==> src/rtl/debug_pkg.sv <==
// -----------------------------------------------------------------------------
// debug_pkg
// Shared encodings for the debug-unit sequencer: host command bytes and the
// sequencer state enum. The host-side model and the bench use the same values.
// Optional feature macro used by the block: DEBUG_CYCLE_COUNT_EN (see
// debug_control.sv).
// -----------------------------------------------------------------------------
package debug_pkg;

    localparam logic [7:0] CMD_RUN  = 8'h63;  // 'c'
    localparam logic [7:0] CMD_STEP = 8'h73;  // 's'
    localparam logic [7:0] CMD_RST  = 8'h72;  // 'r'
    localparam logic [7:0] CMD_DUMP = 8'h6D;  // 'm'
    localparam logic [7:0] CMD_HALT = 8'h70;  // 'p'

    // ST_CNT_SEND is only reachable when DEBUG_CYCLE_COUNT_EN is defined.
    // It keeps its encoding in both builds so host tools can decode the state
    // without knowing how the block was built.
    typedef enum logic [2:0] {
        ST_IDLE      = 3'd0,
        ST_RUN       = 3'd1,
        ST_STEP      = 3'd2,
        ST_RST       = 3'd3,
        ST_CNT_SEND  = 3'd4,
        ST_DUMP_ADDR = 3'd5,
        ST_DUMP_WAIT = 3'd6,
        ST_DUMP_SEND = 3'd7
    } state_t;

endpackage

==> src/rtl/debug_control_if.sv <==
// -----------------------------------------------------------------------------
// debug_control_if
// Byte-stream channels between the host UART and the debug sequencer.
//   cmd_valid/cmd_data/cmd_ready : command bytes from UART RX to the block
//   tx_valid/tx_data/tx_ready    : response bytes from the block to UART TX
// Handshake: a byte moves on a rising edge where valid && ready are both 1.
// A source holding valid keeps its data stable until that transfer; ready may
// be asserted independently of valid and does not depend on valid.
// master = host side, slave = debug_control.
// -----------------------------------------------------------------------------
interface debug_control_if;
    logic       cmd_valid;
    logic [7:0] cmd_data;
    logic       cmd_ready;
    logic       tx_valid;
    logic [7:0] tx_data;
    logic       tx_ready;

    modport master (
        output cmd_valid, cmd_data, tx_ready,
        input  cmd_ready, tx_valid, tx_data
    );

    modport slave (
        input  cmd_valid, cmd_data, tx_ready,
        output cmd_ready, tx_valid, tx_data
    );
endinterface

==> src/rtl/byte_serializer.sv <==
// -----------------------------------------------------------------------------
// byte_serializer
// Loads a 32-bit word and emits it as 4 bytes, LSB first, over valid/ready.
// Ports:
//   clk, rst    : clock, asynchronous active-high reset
//   load, word  : load a new word (only issued while idle)
//   tx_valid    : registered byte-valid
//   tx_data     : registered byte
//   tx_ready    : downstream accepts the byte
//   done        : one-cycle pulse on the edge that moves the 4th byte
// -----------------------------------------------------------------------------
module byte_serializer (
    input  logic        clk,
    input  logic        rst,
    input  logic        load,
    input  logic [31:0] word,
    output logic        tx_valid,
    output logic [7:0]  tx_data,
    input  logic        tx_ready,
    output logic        done
);

    logic [23:0] rest_q;   // bytes still to be presented, next one in [7:0]
    logic [1:0]  cnt_q;    // index of the byte currently on tx_data

    // Combinational so the owner can move on in the same edge as the last byte.
    assign done = tx_valid && tx_ready && (cnt_q == 2'd3);

    always_ff @(posedge clk or posedge rst) begin
        if (rst) begin
            tx_valid <= 1'b0;
            tx_data  <= 8'h00;
            rest_q   <= 24'h0;
            cnt_q    <= 2'd0;
        end else if (load) begin
            tx_valid <= 1'b1;
            tx_data  <= word[7:0];
            rest_q   <= word[31:8];
            cnt_q    <= 2'd0;
        end else if (tx_valid && tx_ready) begin
            if (cnt_q == 2'd3) begin
                tx_valid <= 1'b0;
            end else begin
                tx_data <= rest_q[7:0];
                rest_q  <= {8'h00, rest_q[23:8]};
                cnt_q   <= cnt_q + 2'd1;
            end
        end
    end

endmodule

==> src/rtl/debug_control.sv <==
// -----------------------------------------------------------------------------
// debug_control
// Debug-unit sequencer between the host UART byte streams and the pipelined
// MIPS core. Decodes one-byte commands: run ('c'), step ('s'), reset ('r'),
// dump ('m'), halt ('p', only while running). Drives the core run enable and
// soft reset, and takes over the data-memory debug port to stream memory
// words back to the host, 4 bytes per word, LSB first.
//
// Optional feature: define DEBUG_CYCLE_COUNT_EN to add a saturating 32-bit
// executed-cycle counter that 'm' sends ahead of the memory words.
//
// Ports:
//   clk            : clock
//   inicio         : asynchronous active-high reset
//   bus            : command (in) and response (out) byte channels
//   finalW         : core end-of-program flag
//   ReadDataM      : data-memory read data (one-cycle read latency)
//   activo_o       : core run enable
//   inicio_o       : core soft reset
//   mem_in_o       : selects add_in_o as data-memory address
//   mem_write_in_o : forces data-memory write enables to zero
//   add_in_o       : debug memory word address
//   dbg_state      : current sequencer state
// All outputs are registered.
// -----------------------------------------------------------------------------
module debug_control
    import debug_pkg::*;
#(
    parameter int DUMP_WORDS = 16,
    parameter int RST_CYCLES = 2,
    parameter int ADDR_W     = 12
) (
    input  logic              clk,
    input  logic              inicio,
    debug_control_if.slave    bus,
    input  logic              finalW,
    input  logic [31:0]       ReadDataM,
    output logic              activo_o,
    output logic              inicio_o,
    output logic              mem_in_o,
    output logic              mem_write_in_o,
    output logic [ADDR_W-1:0] add_in_o,
    output state_t            dbg_state
);

    state_t            state_q, state_d;
    logic [ADDR_W-1:0] idx_q, idx_d;
    logic [15:0]       rst_cnt_q, rst_cnt_d;
    logic              cmd_ready_q;
    logic              activo_q;
    logic              inicio_q;
    logic              mem_q;
    logic              accept;
    logic              ser_load;
    logic [31:0]       ser_word;
    logic              ser_done;

    assign accept = bus.cmd_valid && cmd_ready_q;

`ifdef DEBUG_CYCLE_COUNT_EN
    logic [31:0] cycle_cnt_q;

    // Counts cycles the core actually ran; a soft reset clears it.
    always_ff @(posedge clk or posedge inicio) begin
        if (inicio) begin
            cycle_cnt_q <= 32'h0;
        end else if (state_q == ST_RST) begin
            cycle_cnt_q <= 32'h0;
        end else if (activo_q && (cycle_cnt_q != 32'hFFFF_FFFF)) begin
            cycle_cnt_q <= cycle_cnt_q + 32'd1;
        end
    end
`endif

    // Next-state logic
    always_comb begin
        state_d   = state_q;
        idx_d     = idx_q;
        rst_cnt_d = rst_cnt_q;
        ser_load  = 1'b0;
        ser_word  = ReadDataM;
        case (state_q)
            ST_IDLE: begin
                if (accept) begin
                    case (bus.cmd_data)
                        CMD_RUN:  state_d = ST_RUN;
                        CMD_STEP: state_d = ST_STEP;
                        CMD_RST: begin
                            state_d   = ST_RST;
                            rst_cnt_d = 16'd0;
                        end
                        CMD_DUMP: begin
                            idx_d = '0;
`ifdef DEBUG_CYCLE_COUNT_EN
                            // Counter value is latched here, at accept.
                            state_d  = ST_CNT_SEND;
                            ser_load = 1'b1;
                            ser_word = cycle_cnt_q;
`else
                            state_d = ST_DUMP_ADDR;
`endif
                        end
                        default: ;  // unknown byte consumed and ignored
                    endcase
                end
            end
            ST_RUN: begin
                // Halt and end-of-program together still mean one return.
                if (finalW || (accept && (bus.cmd_data == CMD_HALT))) begin
                    state_d = ST_IDLE;
                end
            end
            ST_STEP: state_d = ST_IDLE;
            ST_RST: begin
                if (rst_cnt_q == 16'(RST_CYCLES - 1)) begin
                    state_d = ST_IDLE;
                end else begin
                    rst_cnt_d = rst_cnt_q + 16'd1;
                end
            end
`ifdef DEBUG_CYCLE_COUNT_EN
            ST_CNT_SEND: begin
                if (ser_done) begin
                    state_d = ST_DUMP_ADDR;
                end
            end
`endif
            ST_DUMP_ADDR: state_d = ST_DUMP_WAIT;
            ST_DUMP_WAIT: begin
                // Read data for add_in_o is valid now; capture it on this edge.
                ser_load = 1'b1;
                ser_word = ReadDataM;
                state_d  = ST_DUMP_SEND;
            end
            ST_DUMP_SEND: begin
                if (ser_done) begin
                    if (idx_q == ADDR_W'(DUMP_WORDS - 1)) begin
                        idx_d   = '0;
                        state_d = ST_IDLE;
                    end else begin
                        idx_d   = idx_q + 1'b1;
                        state_d = ST_DUMP_ADDR;
                    end
                end
            end
            default: state_d = ST_IDLE;
        endcase
    end

    // State and registered outputs. Outputs are computed from state_d so they
    // line up with the state they belong to, one edge after the cause.
    always_ff @(posedge clk or posedge inicio) begin
        if (inicio) begin
            state_q     <= ST_IDLE;
            idx_q       <= '0;
            rst_cnt_q   <= 16'd0;
            cmd_ready_q <= 1'b0;
            activo_q    <= 1'b0;
            inicio_q    <= 1'b0;
            mem_q       <= 1'b0;
        end else begin
            state_q     <= state_d;
            idx_q       <= idx_d;
            rst_cnt_q   <= rst_cnt_d;
            cmd_ready_q <= (state_d == ST_IDLE) || (state_d == ST_RUN);
            activo_q    <= (state_d == ST_RUN) || (state_d == ST_STEP);
            inicio_q    <= (state_d == ST_RST);
            mem_q       <= (state_d == ST_DUMP_ADDR) || (state_d == ST_DUMP_WAIT) ||
                           (state_d == ST_DUMP_SEND);
        end
    end

    byte_serializer u_ser (
        .clk      (clk),
        .rst      (inicio),
        .load     (ser_load),
        .word     (ser_word),
        .tx_valid (bus.tx_valid),
        .tx_data  (bus.tx_data),
        .tx_ready (bus.tx_ready),
        .done     (ser_done)
    );

    assign bus.cmd_ready  = cmd_ready_q;
    assign activo_o       = activo_q;
    assign inicio_o       = inicio_q;
    assign mem_in_o       = mem_q;
    assign mem_write_in_o = mem_q;
    assign add_in_o       = idx_q;
    assign dbg_state      = state_q;

endmodule
==> src/flat_wrapper.sv <==
// flat-port wrapper written by rule: the top's interface ports become plain ports
module debug_control_flat import debug_pkg::*;
#(
    parameter int DUMP_WORDS = 16,
    parameter int RST_CYCLES = 2,
    parameter int ADDR_W     = 12
)
  (clk, inicio, finalW, ReadDataM, activo_o, inicio_o, mem_in_o, mem_write_in_o, add_in_o, dbg_state, bus_cmd_valid, bus_cmd_data, bus_tx_ready, bus_cmd_ready, bus_tx_valid, bus_tx_data);
  debug_control_if bus_i ();
  input  logic clk;
  input  logic inicio;
  input  logic finalW;
  input  logic [31:0] ReadDataM;
  output logic activo_o;
  output logic inicio_o;
  output logic mem_in_o;
  output logic mem_write_in_o;
  output logic [ADDR_W-1:0] add_in_o;
  output state_t dbg_state;
  input wire logic [$bits(bus_i.cmd_valid)-1:0] bus_cmd_valid;
  input wire logic [$bits(bus_i.cmd_data)-1:0] bus_cmd_data;
  input wire logic [$bits(bus_i.tx_ready)-1:0] bus_tx_ready;
  output wire logic [$bits(bus_i.cmd_ready)-1:0] bus_cmd_ready;
  output wire logic [$bits(bus_i.tx_valid)-1:0] bus_tx_valid;
  output wire logic [$bits(bus_i.tx_data)-1:0] bus_tx_data;
  assign bus_i.cmd_valid = bus_cmd_valid;
  assign bus_i.cmd_data = bus_cmd_data;
  assign bus_i.tx_ready = bus_tx_ready;
  assign bus_cmd_ready = bus_i.cmd_ready;
  assign bus_tx_valid = bus_i.tx_valid;
  assign bus_tx_data = bus_i.tx_data;
  debug_control #(.DUMP_WORDS(DUMP_WORDS), .RST_CYCLES(RST_CYCLES), .ADDR_W(ADDR_W)) u_core (.clk(clk), .inicio(inicio), .bus(bus_i), .finalW(finalW), .ReadDataM(ReadDataM), .activo_o(activo_o), .inicio_o(inicio_o), .mem_in_o(mem_in_o), .mem_write_in_o(mem_write_in_o), .add_in_o(add_in_o), .dbg_state(dbg_state));
endmodule
==> config.mk <==
export PLATFORM = sky130hd
export DESIGN_NAME = debug_control_flat
export DESIGN_NICKNAME = d
export VERILOG_FILES = /design/src/rtl/debug_pkg.sv /design/src/rtl/debug_control_if.sv /design/src/rtl/byte_serializer.sv /design/src/rtl/debug_control.sv /design/src/flat_wrapper.sv
export SDC_FILE = /design/constraint.sdc
export NUM_CORES = 1
export LEC_CHECK = 0
export CAP_MARGIN = 25
export CELL_PAD_IN_SITES_DETAIL_PLACEMENT = 0
export CELL_PAD_IN_SITES_GLOBAL_PLACEMENT = 1
export CORE_ASPECT_RATIO = 0.8
export CORE_MARGIN = 8
export CORE_UTILIZATION = 30
export DETAILED_ROUTE_END_ITERATION = 10
export DONT_BUFFER_PORTS = 1
export PLACE_DENSITY = 0.59
export SYNTH_ARGS = -nofsm -noshare
export SYNTH_HDL_FRONTEND = slang
export SYNTH_SLANG_ARGS = --single-unit
==> constraint.sdc <==
create_clock -name clk -period 2.25 [get_ports clk]
set_input_delay 0.225 -clock clk [delete_from_list [all_inputs] [get_ports clk]]
set_output_delay 0.225 -clock clk [all_outputs]
set_load 0.02 [all_outputs]
==> flow_summary.json, run 1 <==
{
  "status": "finished, final reports clean",
  "synthSimpleGateAreaFrac_pct": 21.49,
  "die_x_um": 138.5,
  "synth_common_cells": "dfrtp_1 (70), nand2_1 (49), o21ai_0 (43)",
  "grt_pass1_wl_um": 15710,
  "insertion_delay_ps": 330,
  "relSlewSlack_pct": 47.31,
  "fmax_mhz": 458.4,
  "grt_util_met3_pct": 6.188,
  "crit_start": "u_core.add_in_o[9]$_DFFE_PP0P_",
  "peakVddDrop_v": 0.0003875,
  "cp_top_family": "simple AND/OR/NAND/NOR gates",
  "global_route.peak_usage_layer": "met2",
  "hp-start": "ReadDataM[2]",
  "dp_hpwl_um": 7038,
  "grt_pass1_vias": 2914,
  "grt_max_degree": 33,
  "die_y_um": 114.0,
  "coreArea_sq_mm": 0.01160,
  "synthCells": 376,
  "numCtsBuffers": 9,
  "cts_tree": "done",
  "htreeDepth": 3,
  "critical_path.cell_chain": "or4_1, or3_1, a2111o_1, a311o_1, o21ai_2",
  "cp_slowest_stage_delay_ps": 550,
  "initial_core_util_pct": 31.05,
  "n_antenna_cell": 0,
  "cp_slowest_cell": "or4_1",
  "synth_compound_area_share_pct": 15.56,
  "drt_iter0_markers": 168,
  "synth_ff_type": "dfrtp_1",
  "grtUsageMet2_pct": 17.94,
  "synth_edf_count": 0,
  "worst_slack_ps": 68.37,
  "antenna_found_initial": 0,
  "via_count": 2940,
  "areaGrowthSynthToFinish_pct": 20.07,
  "avgSynthCellArea_sq_um": 9.584,
  "place_ws_ps": 74.96,
  "min_period_ps": 2182,
  "fillers": 1165,
  "worst_ep_arrival_time_ps": 2440,
  "route.detailed.drc": 0,
  "grt_overflow": 0,
  "die-area_sq_mm": 0.01580,
  "sequential_cell_area_sq_mm": 0.001758,
  "maxSlewViolCount": 0,
  "rows": 35,
  "drt-total-wl_um": 9473,
  "max_slew.worst_pin.slew_ps": 787.5,
  "r2r_start": "u_core.add_in_o[9]$_DFFE_PP0P_",
  "async_reset_ff_share_pct": 100.0,
  "gp_congestion": 0.7877,
  "postLayoutCellArea_sq_mm": 0.004327,
  "grt.total_usage_pct": 12.26,
  "ys_seq_elements": 70,
  "yosysSeqAreaShare_pct": 48.61,
  "hp-class": "primary input to flip-flop",
  "yosysTopAreaCell": "dfrtp_1",
  "fin_skew_ps": 3.839,
  "grt_use_met1_pct": 15.40,
  "dr.pass1.iters": 4,
  "io_buffers": 0,
  "cap_violations": 0,
  "clk_pin_slew_ps": 60,
  "syn_nets": 425,
  "synth_top_family_by_area": "simple AND/OR/NAND/NOR gates",
  "p_leak_nw": 2.024,
  "syn-cell-area_sq_mm": 0.003603,
  "setup_violations": 0,
  "cp-end-kind": "flip-flop",
  "ios": 74,
  "synth_area_leaders": "dfrtp_1 (49%), mux2i_1 (9.7%), o21ai_0 (6.0%)",
  "hold_viol": 0,
  "viasPerCell": 5.259,
  "synthXorXnorAreaFrac_pct": 0.4861,
  "multi_input_area_sq_mm": 0.001760,
  "ctsLongestPathBuffers": 2,
  "yosysWarnings": 0,
  "power_density_mw_per_mm2": 621.0,
  "cp.buffers_inverters": 0,
  "yosys.area_share.adder_pct": 1.389,
  "finalCritPeriodShare_pct": 96.96,
  "synth.most_common_cell": "dfrtp_1",
  "netlist.area_leader.share_pct": 48.61,
  "grt_setup_unrepaired": "no",
  "startpoint_type": "flip-flop",
  "final_layout_size_suffix_gt1_share_pct": 15.33,
  "ant_nets": 0,
  "cts_resized": 0,
  "fin_nets": 455,
  "yosysUniqueCellTypes": 44,
  "critPathMaxFanout": 2,
  "clock_sinks": 70,
  "cp.required_ps": 2500,
  "dpl-instance-area_sq_mm": 0.004024,
  "timing_worst_setup_path_type": "flip-flop to flip-flop",
  "wl_per_cell_um": 16.95,
  "cts_root_buffer": "clkbuf_16",
  "synth.mux.area_fraction_pct": 9.722
}
cells by family (layout without fill, tap and decap cells):
| family | count (synthesis) | in the layout |
|---|---|---|
| simple gates | 150 | 150 |
| compound gates | 90 | 90 |
| flops | 70 | 70 |
| mux | 35 | 35 |
| buf+inv | 25 | 60 |
| fa+ha+maj | 4 | 4 |
| xor+xnor | 2 | 2 |
layout by cell type, fill, tap and decap left out, types with 3 or more instances in the layout:
cell type  instances
or3_1              3
nand3b_1           3
a21oi_1           11
a31oi_1            4
nand4_1            7
nand2_1           49
o21ai_0           43
or4_1              6
nor2_1            21
mux2i_1           35
nor4b_1            4
nor3_1             6
dfrtp_2            5
dfrtp_1           65
inv_1              3
clkbuf_16          9
a22o_1             8
nand3_1           17
o31ai_1           10
ha_1               4
nand2b_1          11
buf_4             38
nor4_1             7
and3_1             8
or4bb_1            3
flip-flops by register name (all words and copies together) (netlist names):
| signal | cells |
|---|---|
| u_core.u_ser.rest_q | 24 |
| u_core.rst_cnt_q | 16 |
| u_core.add_in_o | 12 |
| u_core.u_ser.tx_data | 8 |
| u_core.dbg_state | 3 |
| u_core.u_ser.cnt_q | 2 |
| u_core.activo_o | 1 |
| u_core.bus.cmd_ready | 1 |
| u_core.inicio_o | 1 |
| u_core.mem_in_o | 1 |
| u_core.u_ser.tx_valid | 1 |
area by class of cell:
| cell class | instances | share of cell area, % |
|---|---|---|
| multi-input combinational | 281 | 40.69 |
| sequential | 70 | 40.63 |
| timing repair buffer | 40 | 7.287 |
| clock buffer | 11 | 5.379 |
| tap | 148 | 4.280 |
| clock inverter | 5 | 1.388 |
| inverter | 4 | 0.3470 |
path summary, 6_finish.rpt:
path                                                  endpoint  slack, ps  depth (start not counted)
max in group asynchronous       u_core.add_in_o[6]$_DFFE_PP0P_       1130                          3
min in group asynchronous  u_core.u_ser.tx_data[1]$_DFFE_PP0P_        420                          2
min reg2reg                u_core.u_ser.rest_q[19]$_DFFE_PP0P_        500                          1
min                        u_core.u_ser.tx_data[2]$_DFFE_PP0P_         20                          2
max                                  u_core.activo_o$_DFF_PP0_         70                          5
max reg2reg                          u_core.activo_o$_DFF_PP0_         70                          5
power breakdown:
group	switching [mW]	internal [mW]	leakage [nW]	total (mW)
Sequential	0	1.26	0.934	1.26
Clock	0.528	0.860	0.140	1.39
Combinational	0.0290	0.0109	0.950	0.0399
Total	0.557	2.13	2.02	2.69
metrics by stage:
step	hold WS (ps)	instances	util, %	power, mW	TNS (ps)
after floorplan	341.8	376	-	1.307	-139.4
after global placement	208.3	542	34.67	1.322	0
after detailed placement	210.3	542	34.67	1.323	0
after CTS	4.408	559	37.28	2.726	0
after global routing	4.338	559	37.28	2.792	0
final	16.39	559	37.28	2.687	0
routing by layer:
metal	vias up	wire length, um	share of wire (%)
met5	-	0	0
met4	0	105	1.1
met3	8	984	10
met2	84	3918	41
met1	1409	4464	47
li1	1439	-	-
worst register-to-register path, cell delays in order, from the launching register on:
cell and delay [ps]:
dfrtp_2 400, or4_1 550, or3_1 410, a2111o_1 420
a311o_1 280, o21ai_2 60
repair_timing:
item | in CTS | in global routing
hold buffers | 1 | 0
setup buffers | 0 | 0
hold endpoints to repair | 25 | 0
(Power assumes the default switching activity.)
==> run 2: changes to the inputs <==
--- a/config.mk
+++ b/config.mk
@@ -11,6 +11,7 @@
 export CORE_ASPECT_RATIO = 0.8
 export CORE_MARGIN = 8
 export CORE_UTILIZATION = 30
+export CTS_CLUSTER_DIAMETER = 50
 export DETAILED_ROUTE_END_ITERATION = 10
 export DONT_BUFFER_PORTS = 1
 export PLACE_DENSITY = 0.59
==> results of run 2 <==
Same layout as run 1: the final DEF is identical, and so are final timing and power.
